File: config.mk
export PLATFORM = sky130hd
export DESIGN_NAME = branch_resolve
export DESIGN_NICKNAME = d
export VERILOG_FILES = /design/src/rtl/branch_resolve_pkg.sv /design/src/rtl/branch_cond.sv /design/src/rtl/branch_resolve.sv
export SDC_FILE = /design/constraint.sdc
export NUM_CORES = 1
export LEC_CHECK = 0
export ABC_AREA = 1
export CORE_MARGIN = 2
export CORE_UTILIZATION = 25
export CTS_BUF_LIST = sky130_fd_sc_hd__clkbuf_2
export DETAILED_ROUTE_END_ITERATION = 8
export GPL_TIMING_DRIVEN = 0
export REMOVE_ABC_BUFFERS = 1
export SYNTH_ARGS = -nofsm -noshare
export SYNTH_HDL_FRONTEND = slang
export SYNTH_HIERARCHICAL = 1
export SYNTH_SLANG_ARGS = --single-unit
File: constraint.sdc
create_clock -name clock -period 4.4 [get_ports clock]
set_input_delay 0.66 -clock clock [delete_from_list [all_inputs] [get_ports clock]]
set_output_delay 0.66 -clock clock [all_outputs]
set_load 0.02 [all_outputs]
File: src/rtl/branch_resolve_pkg.sv
// Shared processor definitions for execute-stage control-flow resolution:
// opcode constants, resolver FSM state encoding and small decode helpers.
package branch_resolve_pkg;

    localparam logic [4:0] OP_J   = 5'b00001;
    localparam logic [4:0] OP_BNE = 5'b00010;
    localparam logic [4:0] OP_JAL = 5'b00011;
    localparam logic [4:0] OP_JR  = 5'b00100;
    localparam logic [4:0] OP_BLT = 5'b00110;
    localparam logic [4:0] OP_BEX = 5'b10110;

    localparam logic [31:0] PC_ZERO = 32'h0000_0000;

    typedef enum logic [1:0] {
        ST_IDLE     = 2'b00,
        ST_REDIRECT = 2'b01,
        ST_SQUASH   = 2'b10
    } br_state_e;

    // How the target of a control instruction is formed.
    typedef enum logic [1:0] {
        TGT_NONE = 2'b00,
        TGT_REL  = 2'b01,
        TGT_ABS  = 2'b10,
        TGT_REG  = 2'b11
    } tgt_kind_e;

    function automatic logic is_control(input logic [4:0] op);
        logic result;
        case (op)
            OP_J, OP_BNE, OP_JAL, OP_JR, OP_BLT, OP_BEX: result = 1'b1;
            default:                                     result = 1'b0;
        endcase
        return result;
    endfunction

    function automatic tgt_kind_e target_kind(input logic [4:0] op);
        tgt_kind_e kind;
        case (op)
            OP_BNE, OP_BLT:       kind = TGT_REL;
            OP_J, OP_JAL, OP_BEX: kind = TGT_ABS;
            OP_JR:                kind = TGT_REG;
            default:              kind = TGT_NONE;
        endcase
        return kind;
    endfunction

endpackage

File: src/rtl/branch_cond.sv
// Combinational condition and target evaluation for the execute-stage
// instruction; pure function of its inputs, no state.
module branch_cond
    import branch_resolve_pkg::*;
(
    input  logic [4:0]  opcode,
    input  logic [31:0] pc_plus1,
    input  logic [31:0] imm,
    input  logic [26:0] target,
    input  logic [31:0] rd_val,
    input  logic        is_less_than,
    input  logic        is_not_equal,
    input  logic        rstatus_nonzero,
    output logic        is_ctrl,
    output logic        taken,
    output logic [31:0] target_pc
);

    tgt_kind_e kind_s;

    assign kind_s = target_kind(opcode);

    // Decide whether the instruction is a control transfer and whether it is taken.
    always_comb begin
        is_ctrl = is_control(opcode);
        taken   = 1'b0;
        case (opcode)
            OP_J, OP_JAL, OP_JR: taken = 1'b1;
            OP_BNE:              taken = is_not_equal;
            OP_BLT:              taken = is_not_equal & ~is_less_than;
            OP_BEX:              taken = rstatus_nonzero;
            default:             taken = 1'b0;
        endcase
    end

    // Relative targets wrap modulo 2^32 by plain 32-bit addition.
    always_comb begin
        target_pc = PC_ZERO;
        case (kind_s)
            TGT_REL:  target_pc = pc_plus1 + imm;
            TGT_ABS:  target_pc = {5'b00000, target};
            TGT_REG:  target_pc = rd_val;
            TGT_NONE: target_pc = PC_ZERO;
            default:  target_pc = PC_ZERO;
        endcase
    end

endmodule

File: src/rtl/branch_resolve.sv
// Execute-stage branch resolver: redirects fetch on taken control transfers,
// squashes the two younger pipeline latches and keeps saturating statistics.
module branch_resolve
    import branch_resolve_pkg::*;
#(
    parameter int CNT_W = 16
) (
    input  logic             clock,
    input  logic             reset,
    input  logic             stall,
    input  logic             dx_valid,
    input  logic [4:0]       dx_opcode,
    input  logic [31:0]      dx_pc_plus1,
    input  logic [31:0]      dx_imm,
    input  logic [26:0]      dx_target,
    input  logic [31:0]      dx_rd_val,
    input  logic             alu_isLessThan,
    input  logic             alu_isNotEqual,
    input  logic             rstatus_nonzero,
    output logic             redirect,
    output logic [31:0]      redirect_pc,
    output logic             flush_fd,
    output logic             flush_dx,
    output logic [CNT_W-1:0] resolved_count,
    output logic [CNT_W-1:0] taken_count
);

    localparam logic [CNT_W-1:0] CNT_MAX = {CNT_W{1'b1}};
    localparam logic [CNT_W-1:0] CNT_ONE = {{(CNT_W-1){1'b0}}, 1'b1};
    localparam logic [CNT_W-1:0] CNT_ZERO = {CNT_W{1'b0}};

    br_state_e        state_r;
    logic             is_ctrl_s;
    logic             taken_s;
    logic [31:0]      target_s;
    logic             accept_s;
    logic [CNT_W-1:0] resolved_inc_s;
    logic [CNT_W-1:0] taken_inc_s;

    branch_cond u_cond (
        .opcode          (dx_opcode),
        .pc_plus1        (dx_pc_plus1),
        .imm             (dx_imm),
        .target          (dx_target),
        .rd_val          (dx_rd_val),
        .is_less_than    (alu_isLessThan),
        .is_not_equal    (alu_isNotEqual),
        .rstatus_nonzero (rstatus_nonzero),
        .is_ctrl         (is_ctrl_s),
        .taken           (taken_s),
        .target_pc       (target_s)
    );

    // Wrong-path instructions behind a redirect are never accepted.
    assign accept_s = dx_valid & is_ctrl_s & ~stall & (state_r == ST_IDLE);

    // Saturating increment values for both statistics counters.
    always_comb begin
        if (resolved_count == CNT_MAX) begin
            resolved_inc_s = CNT_MAX;
        end else begin
            resolved_inc_s = resolved_count + CNT_ONE;
        end
        if (taken_count == CNT_MAX) begin
            taken_inc_s = CNT_MAX;
        end else begin
            taken_inc_s = taken_count + CNT_ONE;
        end
    end

    // Resolver FSM and counters; outputs are registered alongside the state.
    always_ff @(posedge clock) begin
        if (reset) begin
            state_r        <= ST_IDLE;
            redirect       <= 1'b0;
            redirect_pc    <= PC_ZERO;
            flush_fd       <= 1'b0;
            flush_dx       <= 1'b0;
            resolved_count <= CNT_ZERO;
            taken_count    <= CNT_ZERO;
        end else if (!stall) begin
            case (state_r)
                ST_IDLE: begin
                    if (accept_s) begin
                        resolved_count <= resolved_inc_s;
                        if (taken_s) begin
                            taken_count <= taken_inc_s;
                            state_r     <= ST_REDIRECT;
                            redirect    <= 1'b1;
                            redirect_pc <= target_s;
                            flush_fd    <= 1'b1;
                            flush_dx    <= 1'b1;
                        end
                    end
                end
                ST_REDIRECT: begin
                    state_r     <= ST_SQUASH;
                    redirect    <= 1'b0;
                    redirect_pc <= PC_ZERO;
                    flush_fd    <= 1'b0;
                    flush_dx    <= 1'b1;
                end
                ST_SQUASH: begin
                    state_r     <= ST_IDLE;
                    redirect    <= 1'b0;
                    redirect_pc <= PC_ZERO;
                    flush_fd    <= 1'b0;
                    flush_dx    <= 1'b0;
                end
                default: begin
                    state_r     <= ST_IDLE;
                    redirect    <= 1'b0;
                    redirect_pc <= PC_ZERO;
                    flush_fd    <= 1'b0;
                    flush_dx    <= 1'b0;
                end
            endcase
        end
    end

endmodule
Word level (Yosys, flattened, before mapping)
Index checks and enable logic that the tools add are counted.
- bits in registers: 68
- input port bits: 135
- output and inout port bits: 67
- logic and storage cells: 54
- $add $sub $neg: 3
- equality and inequality tests: 14
- multiplexer cells: 16
- bitwise logic cells: 6
- reduce and logical (&&, ||, !) cells: 9
- operators by type and width (cell ; number):
    $pmux W32 S4 ; 1
    $mux W32 ; 3
    $add A16 B1 Y16 const B ; 2
    $add A32 B32 Y32 ; 1
    $eq A16 B16 Y1 const B ; 2
    $mux W16 ; 2
    $eq A5 B2 Y1 const B ; 2
    $eq A5 B3 Y1 const B ; 2
    $pmux W2 S3 ; 1
    $reduce_and A3 Y1 ; 2
    $reduce_or A3 Y1 ; 2
    $reduce_or A6 Y1 ; 1
    $eq A5 B1 Y1 const B ; 1
    $eq A5 B5 Y1 const B ; 1
    $and A1 B1 Y1 ; 4
    $eq A2 B1 Y1 const B ; 2
    $eq A2 B2 Y1 const B ; 2
    $logic_not A2 Y1 ; 2
    $mux W1 ; 4
    $mux W2 ; 2
    $ne A2 B2 Y1 const B ; 2
    $pmux W1 S4 ; 1
    $pmux W2 S2 ; 1
    $reduce_and A4 Y1 ; 1
    3 further kinds ; 4

Depth between registers and ports, before layout
- depth in word-level cells: 8
- depth in mapped cells: 17
- depth with buffers taken out: 16

By module
The synthesis kept the hierarchy.
- by module, submodules not included (module ; instances ; cells an instance ; area an instance (µm²) ; seq. area each (µm²)):
    branch_resolve ; 1 ; 473 ; 3294.4 ; 1341.3
    branch_cond ; 1 ; 641 ; 3129.3 ; 0.0

Least setup slack after synthesis
OpenSTA, ideal clock, no wires.
- kind: input -> register
- start point: input port dx_pc_plus1[0]
- end point: register redirect_pc[30]
- library setup time: 0.070 ns
- data arrival time: 2.255 ns
- data required time: 4.330 ns
- slack: 2.075 ns
- cell stages on the path: 15
- path buffers: 0
- cell sequence: ha_1 fa_1 nand3_1 nand3_1 nand2_1 nand2_1 nand2_1 nand2_1 nand2_1 nand2_1 nand2_1 nand3_1 nand2_1 nand2_1 a21oi_1
- cells in the longest elaborated chain, start to end: 5
- ends and longest elaborated chain (element ; RTL line ; text):
    from (decl) ; branch_resolve.sv:13 ; input logic [31:0] dx_pc_plus1,
    $add A32 B32 Y32 ; branch_cond.sv:40 ; TGT_REL: target_pc = pc_plus1 + imm;
    $pmux W32 S4 ; branch_cond.sv:39 ; case (kind_s)
    net target_s[30] ; branch_resolve.sv:35 ; logic [31:0] target_s;
    $mux W32 ; branch_resolve.sv:86 ; if (taken_s) begin
    $mux W32 ; branch_resolve.sv:84 ; if (accept_s) begin
    $mux W32 ; branch_resolve.sv:82 ; case (state_r)
    to (signal assigned) ; branch_resolve.sv:90 ; redirect_pc <= target_s;
    to (decl) ; branch_resolve.sv:21 ; output logic [31:0] redirect_pc,
The timed path passes the listed nets, and every way through them passes these cells. The select of a mux whose other input is x is not followed.
A chain may end at the register's enable or synchronous reset.

Worst setup path in the final report
- start point: input port dx_opcode[0]
- end point: register taken_count[11]
- cells in the longest elaborated chain, start to end: 7
- elaborated cells between the ends (all ways): 14
- classes of those cells: eq/ne (6); mux (2); bitwise (3); reduce/logical (3)
- ends and longest elaborated chain (element ; RTL line ; text):
    from (decl) ; branch_resolve.sv:12 ; input logic [4:0] dx_opcode,
    $eq A5 B1 Y1, or another cell as far along ; branch_resolve_pkg.sv:30 ; case (op)
    $reduce_or A6 Y1 (*) ; branch_resolve_pkg.sv:30 ;
    $mux W1 (*) ; branch_resolve_pkg.sv:30 ;
    net is_ctrl_s ; branch_resolve.sv:33 ; logic is_ctrl_s;
    $and A1 B1 Y1 (*) (3 in series) ; branch_resolve.sv:55 ; assign accept_s = dx_valid & is_ctrl_s & ~stall & (state_r == ST_IDLE);
    $reduce_and A4 Y1 (no source line) (*) ; -- ;
    to (signal assigned) ; branch_resolve.sv:87 ; taken_count <= taken_inc_s;
    to (decl) ; branch_resolve.sv:25 ; output logic [CNT_W-1:0] taken_count
Mark *: on every way through the listed nets, which the timed path passes. The rest lies on a longest branch.

==> flow_metrics.py <==
metrics = {
    "run_status": {
        "status": "complete, no violations",
    },
    "timing": {
        "fin_setup_tns_ns": 0,
        "hold_violations": 0,
        "slew_viol_final": 0,
        "fin_crit_ns": 2.98,
        "setup_viol_count_final": 0,
        "max_freq_mhz": 336,
        "tightest_slew_ns": 1.18,
        "relSlewSlack_pct": 21.4,
        "rsz0062_at_grt": "no",
        "clock_skew_ns": 0.0380,
        "fin_crit_sh_pct": 67.7,
        "holdWs_ns": 0.475,
    },
    "pwr": {
        "p_leak_nw": 4.09,
        "power.density_mw_per_mm2": 175,
        "vdd_drop_max_uv": 115,
    },
    "critical_path": {
        "r2r-start": "state_r[0]",
        "path_cells": "clkdlybuf4s50_1 > inv_1 > nand2_1 > nor3_2 > nand2_1 > nand3_2 > nand2_2 > nand2_1 > nand2_2 > nor2_4 > nand3_4 > inv_4 > nand3_4 > nand3_1 > nand2_1 > inv_1",
        "critical_path_class": "in2reg",
        "startpoint_type": "input pin",
        "critPathMaxStageDelay_ns": 0.48,
        "arrival_ns": 3.49,
        "cp_slowest_cell": "inv_4",
        "cp_max_fo": 48,
        "crit_required_ns": 4.91,
        "cp_num_buf_inv": 4,
        "cp-startpoint": "dx_opcode[0]",
        "cp-end-kind": "register",
        "cp_top_family": "simple AND/OR/NAND/NOR gates",
        "cpMostUsedCell": "nand2_1",
    },
    "logic_synthesis": {
        "syn-cell-area_sq_mm": 0.00642,
        "synthCells": 1114,
        "synth_top_cell_area_share_pct": 25.7,
        "synthDistinctLibCells": 39,
        "syn_avg_cell_area_sq_um": 5.77,
        "ys_seq_area_share_pct": 20.9,
        "synth-seq-cells": 67,
        "yosysWarningCount": 6,
        "synth_area_leader_cell": "nand2_1",
        "netlist_top_cells_area": "nand2_1, dfxtp_1, inv_1",
    },
    "place": {
        "gp_congestion": 0.875,
        "dp.final_hpwl_um": 17300,
        "io_buffer_count": 201,
        "place_area_sq_mm": 0.00867,
    },
    "min_path": {
        "hp-class": "reg2reg",
        "min_from": "flush_dx",
    },
    "finish": {
        "post-route-util_pct": 34.9,
        "nets": 1469,
        "area_delta_synth_final_pct": 36.9,
        "drive_gt1_share_pct": 5.36,
        "final_common_cell": "nand2_1",
        "final_cell_area_sq_mm": 0.00879,
        "final_cell_mix": "nand2_1, clkdlybuf4s50_1, inv_1",
    },
    "die": {
        "io_pins": 202,
        "core_region_area_sq_mm": 0.0252,
        "die_x_um": 164,
        "die_h_um": 164,
        "die-area_sq_mm": 0.0270,
        "rows": 58,
        "start_util_pct": 25.5,
    },
    "drt": {
        "drc": 0,
        "ant_nets": 0,
        "routedWlPerCell_um": 13.0,
        "firstDrtPassIters": 5,
        "vias_per_cell": 4.42,
        "wirelength_um": 21300,
        "drtIter0Drc": 368,
        "vias": 7239,
    },
    "global_route": {
        "antenna_found_initial": 1,
        "grtUsageTotal_pct": 15.8,
        "grt_pass1_wl_um": 33400,
        "overflow": 0,
        "grt_max_degree": 49,
        "grt_pass1_vias": 6627,
    },
    "clocking": {
        "clkSinkCount": 67,
        "clock-root-buffer": "clkbuf_2",
        "cts_setup_buffers": 0,
        "ctsHoldBuffers": 0,
        "numCtsBuffers": 9,
        "worstSkewPairLatency_ns": 0.57,
        "cts_resized": 0,
        "cts_max_level": 3,
        "clk_pin_slew_ns": 0.20,
        "clockBufferDepth": 2,
        "cts_tree": "built",
    },
    "job": {
        "maxCapViolCount": 0,
    },
}
==> path summary, 6_finish.rpt <==
check	endpoint	slack [ns]	cells after the start
worst max-delay path	taken_count[11]	1.42	16
worst min-delay path	flush_dx	0.47	2
worst max register to register	redirect_pc[3]	2.43	5
worst min register to register	flush_dx	0.47	2
==> worst min-delay path, stage by stage, from the launching register on <==
cell     delay (ns)
dfxtp_1        0.35
nand2_1        0.06
a21oi_1        0.05
==> cell type report <==
cell class,count,area (sq um)
Clock inverter,7,75.1
Fill cell,2758,16400
Clock buffer,9,45.0
Sequential cell,67,1340
Tap cell,330,413
Multi-Input combinational cell,836,4200
Timing Repair Buffer,202,2030
Inverter,184,693
Antenna cell,1,2.50
==> kinds of logic after synthesis <==
family / count (synthesis) / synth area share [%]
adder cells (fa/ha/maj): 34 / 6.74
flip-flops: 67 / 20.9
AND/OR/NAND/NOR: 662 / 43.9
XOR/XNOR: 15 / 2.05
buffers and inverters: 211 / 13.8
AO/OA/AOI/OAI: 125 / 12.6
==> synth_stat cells, drive strengths merged <==
cell	instances
o21ai	25
nand2	443
ha	33
nand3	87
buf	18
o21bai	1
xor2	10
and3	2
inv	184
dfxtp	67
fa	1
xnor2	5
a21oi	64
nand4	13
a21boi	2
and2	10
a31oi	4
nor3	12
nand3b	2
a22oi	27
nor2	93
a21o	2
clkbuf	9
==> through the flow <==
step	instances	worst slack, ns	total power [mW]
floorplan	1087	1.92	0.916
global placement	1618	0.400	1.15
detailed placement	1619	0.815	1.15
CTS	1635	1.45	1.56
global route	1636	1.19	1.65
finish	1636	1.42	1.54
==> power by group <==
group	internal [mW]	switching [mW]	total, mW	leakage [nW]
combinational	0.232	0.295	0.526	3.48
sequential	0.609	0.00113	0.611	0.539
clock	0.137	0.265	0.401	0.0739
total	0.978	0.560	1.54	4.09
==> state kept, by name, indices dropped and copies added (netlist names) <==
register and cells:
taken_count 16, state_r 2, resolved_count 16, flush_dx 1, redirect_pc 32
==> layer usage <==
layer | track usage [%] | routed length, um | part of all wire, %
met5 | 0 | 0 | 0
met2 | 27.5 | 10200 | 48
met4 | 4.63 | 403 | 1.9
met3 | 1.97 | 937 | 4.4
met1 | 20.3 | 9800 | 46
No activity file was read; power rests on OpenSTA's default activity.
